## src/rtl/mcpu_ctrl_fsm.sv

```systemverilog
// Multi-cycle MIPS control FSM with memory handshakes,
// wait-state timeout and a trap path.
module mcpu_ctrl_fsm #(
  parameter int TIMEOUT = 15,
  parameter int CNT_W   = 4
) (
  input  logic       clk,
  input  logic       rst,
  input  logic [5:0] opcode,
  input  logic [5:0] funct,
  input  logic       zero,
  input  logic       nCondition,
  input  logic       imem_rdy,
  input  logic       dmem_rdy,
  output logic       imem_req,
  output logic       dmem_req,
  output logic [1:0] RegDst,
  output logic [1:0] MemToReg,
  output logic [1:0] npc_sel,
  output logic [1:0] ALUOp,
  output logic [1:0] ExtOp,
  output logic       RegWrite,
  output logic       ALUSrc,
  output logic       MemWrite,
  output logic       write_30,
  output logic       pcwr,
  output logic       irwr,
  output logic       islb,
  output logic       issb,
  output logic       trap,
  output logic       trap_sel,
  output logic [1:0] cause
);

  typedef enum logic [3:0] {
    S_FETCH  = 4'd0,
    S_DECODE = 4'd1,
    S_MEMADR = 4'd2,
    S_MEMRD  = 4'd3,
    S_MEMWB  = 4'd4,
    S_MEMWR  = 4'd5,
    S_EXEC   = 4'd6,
    S_ALUWB  = 4'd7,
    S_BRANCH = 4'd8,
    S_JUMP   = 4'd9,
    S_TRAP   = 4'd10
  } state_t;

  localparam bit TO_EN = (TIMEOUT != 0);
  localparam logic [CNT_W-1:0] LIMIT =
    CNT_W'((TIMEOUT > 0) ? TIMEOUT - 1 : 0);

  state_t           state;
  state_t           state_n;
  logic [CNT_W-1:0] cnt;
  logic [1:0]       cause_q;
  logic [1:0]       cause_n;
  logic             to_hit;

  logic rtype;
  logic i_addu, i_subu, i_slt, i_jr;
  logic i_ori, i_lui, i_addi, i_addiu;
  logic i_lw, i_sw, i_lb, i_sb;
  logic i_beq, i_j, i_jal, i_bltzal;
  logic is_load, is_store, is_mem;
  logic is_alu, is_br, is_jmp;

  assign rtype    = (opcode == 6'b000000);
  assign i_addu   = rtype & (funct == 6'b100001);
  assign i_subu   = rtype & (funct == 6'b100011);
  assign i_slt    = rtype & (funct == 6'b101010);
  assign i_jr     = rtype & (funct == 6'b001000);
  assign i_ori    = (opcode == 6'b001101);
  assign i_lui    = (opcode == 6'b001111);
  assign i_addi   = (opcode == 6'b001000);
  assign i_addiu  = (opcode == 6'b001001);
  assign i_lw     = (opcode == 6'b100011);
  assign i_sw     = (opcode == 6'b101011);
  assign i_lb     = (opcode == 6'b100000);
  assign i_sb     = (opcode == 6'b101000);
  assign i_beq    = (opcode == 6'b000100);
  assign i_j      = (opcode == 6'b000010);
  assign i_jal    = (opcode == 6'b000011);
  assign i_bltzal = (opcode == 6'b000001);

  assign is_load  = i_lw | i_lb;
  assign is_store = i_sw | i_sb;
  assign is_mem   = is_load | is_store;
  assign is_alu   = i_addu | i_subu | i_slt | i_ori
                  | i_lui | i_addi | i_addiu;
  assign is_br    = i_beq | i_jr | i_bltzal;
  assign is_jmp   = i_j | i_jal;

  assign to_hit = TO_EN && (cnt == LIMIT);

  // State, wait counter and trap cause registers
  always_ff @(posedge clk) begin
    if (rst) begin
      state   <= S_FETCH;
      cnt     <= '0;
      cause_q <= 2'b00;
    end else begin
      state   <= state_n;
      cause_q <= cause_n;
      if (state_n == state) cnt <= cnt + 1'b1;
      else                  cnt <= '0;
    end
  end

  // Next-state logic; only wait states loop on themselves
  always_comb begin
    state_n = state;
    cause_n = cause_q;
    case (state)
      S_FETCH: begin
        if (imem_rdy) state_n = S_DECODE;
        else if (to_hit) begin
          state_n = S_TRAP;
          cause_n = 2'b10;
        end
      end
      S_DECODE: begin
        unique case (1'b1)
          is_mem: state_n = S_MEMADR;
          is_alu: state_n = S_EXEC;
          is_br:  state_n = S_BRANCH;
          is_jmp: state_n = S_JUMP;
          default: begin
            state_n = S_TRAP;
            cause_n = 2'b01;
          end
        endcase
      end
      S_MEMADR: state_n = is_load ? S_MEMRD : S_MEMWR;
      S_MEMRD: begin
        if (dmem_rdy) state_n = S_MEMWB;
        else if (to_hit) begin
          state_n = S_TRAP;
          cause_n = 2'b11;
        end
      end
      S_MEMWR: begin
        if (dmem_rdy) state_n = S_FETCH;
        else if (to_hit) begin
          state_n = S_TRAP;
          cause_n = 2'b11;
        end
      end
      S_EXEC:   state_n = S_ALUWB;
      S_MEMWB:  state_n = S_FETCH;
      S_ALUWB:  state_n = S_FETCH;
      S_BRANCH: state_n = S_FETCH;
      S_JUMP:   state_n = S_FETCH;
      S_TRAP:   state_n = S_FETCH;
      default:  state_n = S_FETCH;
    endcase
  end

  // Datapath controls; writes are squashed in a reset cycle
  always_comb begin
    imem_req = (state == S_FETCH);
    irwr     = (state == S_FETCH) & imem_rdy;
    dmem_req = (state == S_MEMRD) | (state == S_MEMWR);
    MemWrite = (state == S_MEMWR) & dmem_rdy & ~rst;
    trap     = (state == S_TRAP);
    trap_sel = (state == S_TRAP);
    cause    = cause_q;

    RegWrite = ~rst & (
        ((state == S_ALUWB) & is_alu)
      | ((state == S_MEMWB) & is_load)
      | ((state == S_JUMP) & i_jal)
      | ((state == S_BRANCH) & i_bltzal & nCondition));

    pcwr = irwr
      | (state == S_JUMP)
      | (state == S_TRAP)
      | ((state == S_BRANCH) & ((i_beq & zero) | i_jr
          | (i_bltzal & nCondition)));

    npc_sel = 2'b00;
    if (state != S_FETCH) begin
      unique case (1'b1)
        i_beq | i_bltzal: npc_sel = 2'b01;
        i_j | i_jal:      npc_sel = 2'b10;
        i_jr:             npc_sel = 2'b11;
        default:          npc_sel = 2'b00;
      endcase
    end

    RegDst = 2'b00;
    if (i_addu | i_subu | i_slt)  RegDst = 2'b01;
    else if (i_jal | i_bltzal)    RegDst = 2'b10;

    MemToReg = 2'b00;
    if (is_load)                  MemToReg = 2'b01;
    else if (i_jal | i_bltzal)    MemToReg = 2'b10;

    ALUOp = 2'b00;
    unique case (1'b1)
      i_subu | i_beq: ALUOp = 2'b01;
      i_ori | i_lui:  ALUOp = 2'b10;
      i_slt:          ALUOp = 2'b11;
      default:        ALUOp = 2'b00;
    endcase

    ExtOp = 2'b00;
    if (i_lui) ExtOp = 2'b10;
    else if (i_addi | i_addiu | is_mem | i_beq) ExtOp = 2'b01;

    ALUSrc   = i_ori | i_lui | i_addi | i_addiu | is_mem;
    write_30 = i_addi;
    islb     = i_lb;
    issb     = i_sb;
  end

endmodule
```

## config.mk

```make
export PLATFORM = sky130hd
export DESIGN_NAME = mcpu_ctrl_fsm
export DESIGN_NICKNAME = d
export VERILOG_FILES = /design/src/rtl/mcpu_ctrl_fsm.sv
export SDC_FILE = /design/constraint.sdc
export NUM_CORES = 1
export LEC_CHECK = 0
export BUFFER_PORTS_ARGS = -buffer_cell sky130_fd_sc_hd__buf_2
export CAP_MARGIN = 20
export CORE_AREA = 8 8 58 60
export DETAILED_ROUTE_END_ITERATION = 8
export DIE_AREA = 0 0 66 68
export HOLD_SLACK_MARGIN = 0.12
export PLACE_DENSITY = 0.78
export SETUP_SLACK_MARGIN = 0.2
export SLEW_MARGIN = 20
export SYNTH_ARGS = -nofsm -noshare
export SYNTH_HDL_FRONTEND = slang
export SYNTH_SLANG_ARGS = --single-unit
```

## constraint.sdc

```tcl
create_clock -name clk -period 1.6 [get_ports clk]
set_input_delay 0.08 -clock clk [delete_from_list [all_inputs] [get_ports clk]]
set_output_delay 0.08 -clock clk [all_outputs]
set_load 0.02 [all_outputs]
```

==> flow_summary.json <==
{
  "grt_pass1_vias": 1481,
  "finalCriticalPeriod_ns": 1.72,
  "r2r-start": "state[0]$_SDFF_PP0_",
  "worstMarginPinSlew_ns": 0.529,
  "avgSynthCellArea_um2": 7.81,
  "io_buffer_count": 41,
  "synthesis.nets": 171,
  "cp-start-kind": "flop",
  "synthDistinctLibCells": 57,
  "routed_wl_um": 6010,
  "die_area_um2": 4490,
  "critPathArrivalTime_ns": 1.64,
  "drtIter0Drc": 214,
  "multi_input_area_um2": 1120,
  "ctsRootBufferMaster": "clkbuf_4",
  "cts.clk_slew.worst_paths_ns": 0.07,
  "crit_family": "simple AND/OR/NAND/NOR gates",
  "layout-drive-gt1-share_pct": 66.1,
  "cp-endpoint": "RegWrite",
  "startpoint": "state[0]$_SDFF_PP0_",
  "powerDensity_nw_per_um2": 522,
  "post_dp_cell_area_um2": 1580,
  "rsz0062_at_grt": "true",
  "p_comb_share_pct": 53.4,
  "vdd_drop_max_mv": 0.633,
  "drtAntennaViolNets": 0,
  "dieHeight_um": 68,
  "cts_tree": "yes",
  "netlist_instances": 151,
  "synth-async-reset-ratio_pct": 0,
  "grt_overflow_total": 0,
  "max_freq_mhz": 582,
  "post-route-drc-count": 0,
  "whs_ns": 0.0929,
  "critPathCaptureType": "output pin",
  "finalSetupViolations": 3,
  "synthToLayoutAreaGrowth_pct": 78.6,
  "wl_per_cell_um": 23.9,
  "cts_max_level": 1,
  "first_pass_iters": 5,
  "p_sw_share_pct": 38.8,
  "min-delay-start": "rst",
  "switchingPower_w": 0.000427,
  "track_usage_pct": 18.3,
  "cp_max_fo": 5,
  "slew_viol_final": 0,
  "place_ws_ns": -0.0864,
  "final-seq-area_um2": 216,
  "fillers": 120,
  "path_depth": 7,
  "start_util_pct": 46.0,
  "cts_sinks": 10,
  "grt_max_degree": 9,
  "violations": "setup timing",
  "finClkSkew_ns": 0.00134,
  "fin_crit_sh_pct": 107,
  "num_antenna_cells": 0,
  "cp_slowest_cell": "dfxtp_4",
  "ios": 42,
  "viasPerCell": 6.68,
  "final_nets": 242,
  "place.gp.congestion": 0.939,
  "ys_ff_latch": 10,
  "ys.flop_type": "dfxtp_1",
  "synth-seq-area-share_pct": 17.0,
  "synth_edf_count": 0,
  "max_slew_margin_pct": 64.6,
  "rows": 19,
  "crit_required_ns": 1.52,
  "r2r_cells": 6,
  "leakagePower_nw": 0.894,
  "setup_ws_ns": -0.117,
  "vias": 1684,
  "status": "finished with violations",
  "timing.final.hold_violations": 0,
  "hp-class": "primary input to flop",
  "final_area_um2": 2110,
  "crit_top_cell": "buf_6",
  "grt_pass1_wl_um": 6690,
  "clk_latency_ns": 0.26,
  "max_cap_violations": 0,
  "core_um2": 2570,
  "pwr-share-clk_pct": 20.7,
  "numCtsBuffers": 3,
  "crit_path_cell_trace": "buf_6 > nor3b_2 > a21oi_1 > nor4_1 > nand2_1 > o31ai_4 > buf_6",
  "cp_slowest_stage_delay_ns": 0.37,
  "grt_antenna_before_repair": 0,
  "netlist_area_um2": 1180,
  "critPathBufInv": 2,
  "hpwlAfterDp_um": 2960,
  "cts_max_path_buffers": 2,
  "p_int_w": 0.000674,
  "p_seq_share_pct": 25.9,
  "criticalPathCategory": "flop to output pin",
  "worstReg2RegEnd": "cnt[0]$_SDFF_PP0_",
  "regToRegSetupSlack_ns": 0.01,
  "fp.dieW_um": 66,
  "ys_warn_count": 0
}
## power groups by stage
| stage | clock network [W] | logic, W | registers, W |
|---|---|---|---|
| global route | 0.000240 | 0.000611 | 0.000285 |
| detailed placement | 0 | 0.000370 | 0.000288 |
| floorplan | 0 | 0.000260 | 0.000282 |
| finish | 0.000227 | 0.000588 | 0.000285 |
| global placement | 0 | 0.000359 | 0.000287 |
| CTS | 0.000232 | 0.000442 | 0.000280 |
## Yosys cell counts, drive strengths merged, types with 2 or more instances
cell     instances  area [um^2]
nand3            6         30.0
a21oi           11         58.8
ha               2         25.0
xnor2            3         26.3
nand2b           3         26.3
clkbuf           4         15.0
a2bb2oi          2         17.5
or4              2         18.8
and2             5         33.8
nor2b            3         21.3
nand2           10         37.5
nor4bb           2         20.0
or2              2         12.5
nor3             7         35.0
inv              9         33.8
xor2             3         26.3
o31ai            3         32.5
or3              2         12.5
nor4            12          103
o21ai            5         28.8
dfxtp           10          200
nor2            10         37.5
buf             12         85.1
a31oi            3         18.8
nor3b            3         27.5
## registers in the layout, summed over array words and instances, names as in the netlist
register and cells:
cause 2, cnt 4, state 4
## timing repair
action,4_1_cts,5_1_grt
gates cloned,0,0
gates resized for setup,43,53
pin swaps,13,20
setup buffers,8,11
setup endpoints to repair,20,20
endpoints found under the hold margin,4,3
## cell usage in the layout, fill, tap and decap left out, types with 3 or more instances in the layout
| master | Yosys | final |
|---|---|---|
| a21oi_1 | 10 | 8 |
| buf_2 | 5 | 24 |
| buf_4 | 5 | 35 |
| buf_6 | 2 | 20 |
| clkbuf_4 | 0 | 4 |
| dfxtp_1 | 10 | 5 |
| dfxtp_4 | 0 | 4 |
| inv_1 | 8 | 7 |
| nand2_1 | 10 | 7 |
| nand3_1 | 6 | 4 |
| nor2_1 | 10 | 8 |
| nor3_1 | 7 | 3 |
| nor3_4 | 0 | 3 |
| nor4_1 | 9 | 5 |
| nor4_2 | 2 | 3 |
| nor4_4 | 1 | 4 |
| o21ai_2 | 1 | 3 |
| xnor2_1 | 3 | 3 |
| xor2_1 | 3 | 3 |
## routing by layer
metal / share of wire (%) / wire length [um] / global-route usage (%) / up-vias
li1: - / - / - / 700
met1: 35 / 2110 / 19.8 / 775
met2: 47 / 2810 / 33.9 / 159
met3: 12 / 695 / 3.60 / 50
met4: 6.6 / 394 / 8.53 / 0
met5: 0 / 0 / 0 / -
## final cells by class
cell class,instances,share of cell area [%]
multi-input combinational,115,53.1
timing repair buffer,82,30.9
sequential,10,10.3
inverter,10,2.14
tap,31,1.84
clock buffer,4,1.72
## per-stage QoR
| step | TNS, ns | std cells | utilization (%) | total power [W] |
|---|---|---|---|---|
| 2_1_floorplan | 0 | 151 | - | 0.000542 |
| 3_3_place_gp | -0.0399 | 229 | 61.5 | 0.000646 |
| 3_5_place_dp | -0.0864 | 229 | 61.5 | 0.000658 |
| 4_1_cts | -0.0163 | 241 | 71.5 | 0.000954 |
| 5_1_grt | -0.511 | 252 | 82.1 | 0.00114 |
| 6_report | -0.238 | 252 | 82.1 | 0.00110 |
## kinds of logic after synthesis
logic type                 Yosys count  share of synthesized area (%)
AOI/OAI and AO/OA                   36                           25.7
xor gates and xnor gates             6                           4.45
adders and majority gates            2                           2.12
buffers and inverters               26                           11.7
DFF                                 10                           17.0
and+or+nand+nor                     71                           39.1
## how the worst min path moves through the flow
stage                               end  slack (ns)  depth (start not counted)
detailed placement  state[1]$_SDFF_PP0_        0.36                          2
floorplan                      MemWrite        0.27                          2
CTS                 state[1]$_SDFF_PP0_        0.07                          2
global route        state[0]$_SDFF_PP0_        0.09                          2
finish              state[0]$_SDFF_PP0_        0.09                          2
global placement    state[3]$_SDFF_PP0_        0.36                          2
No activity file was read; power rests on OpenSTA's default activity.
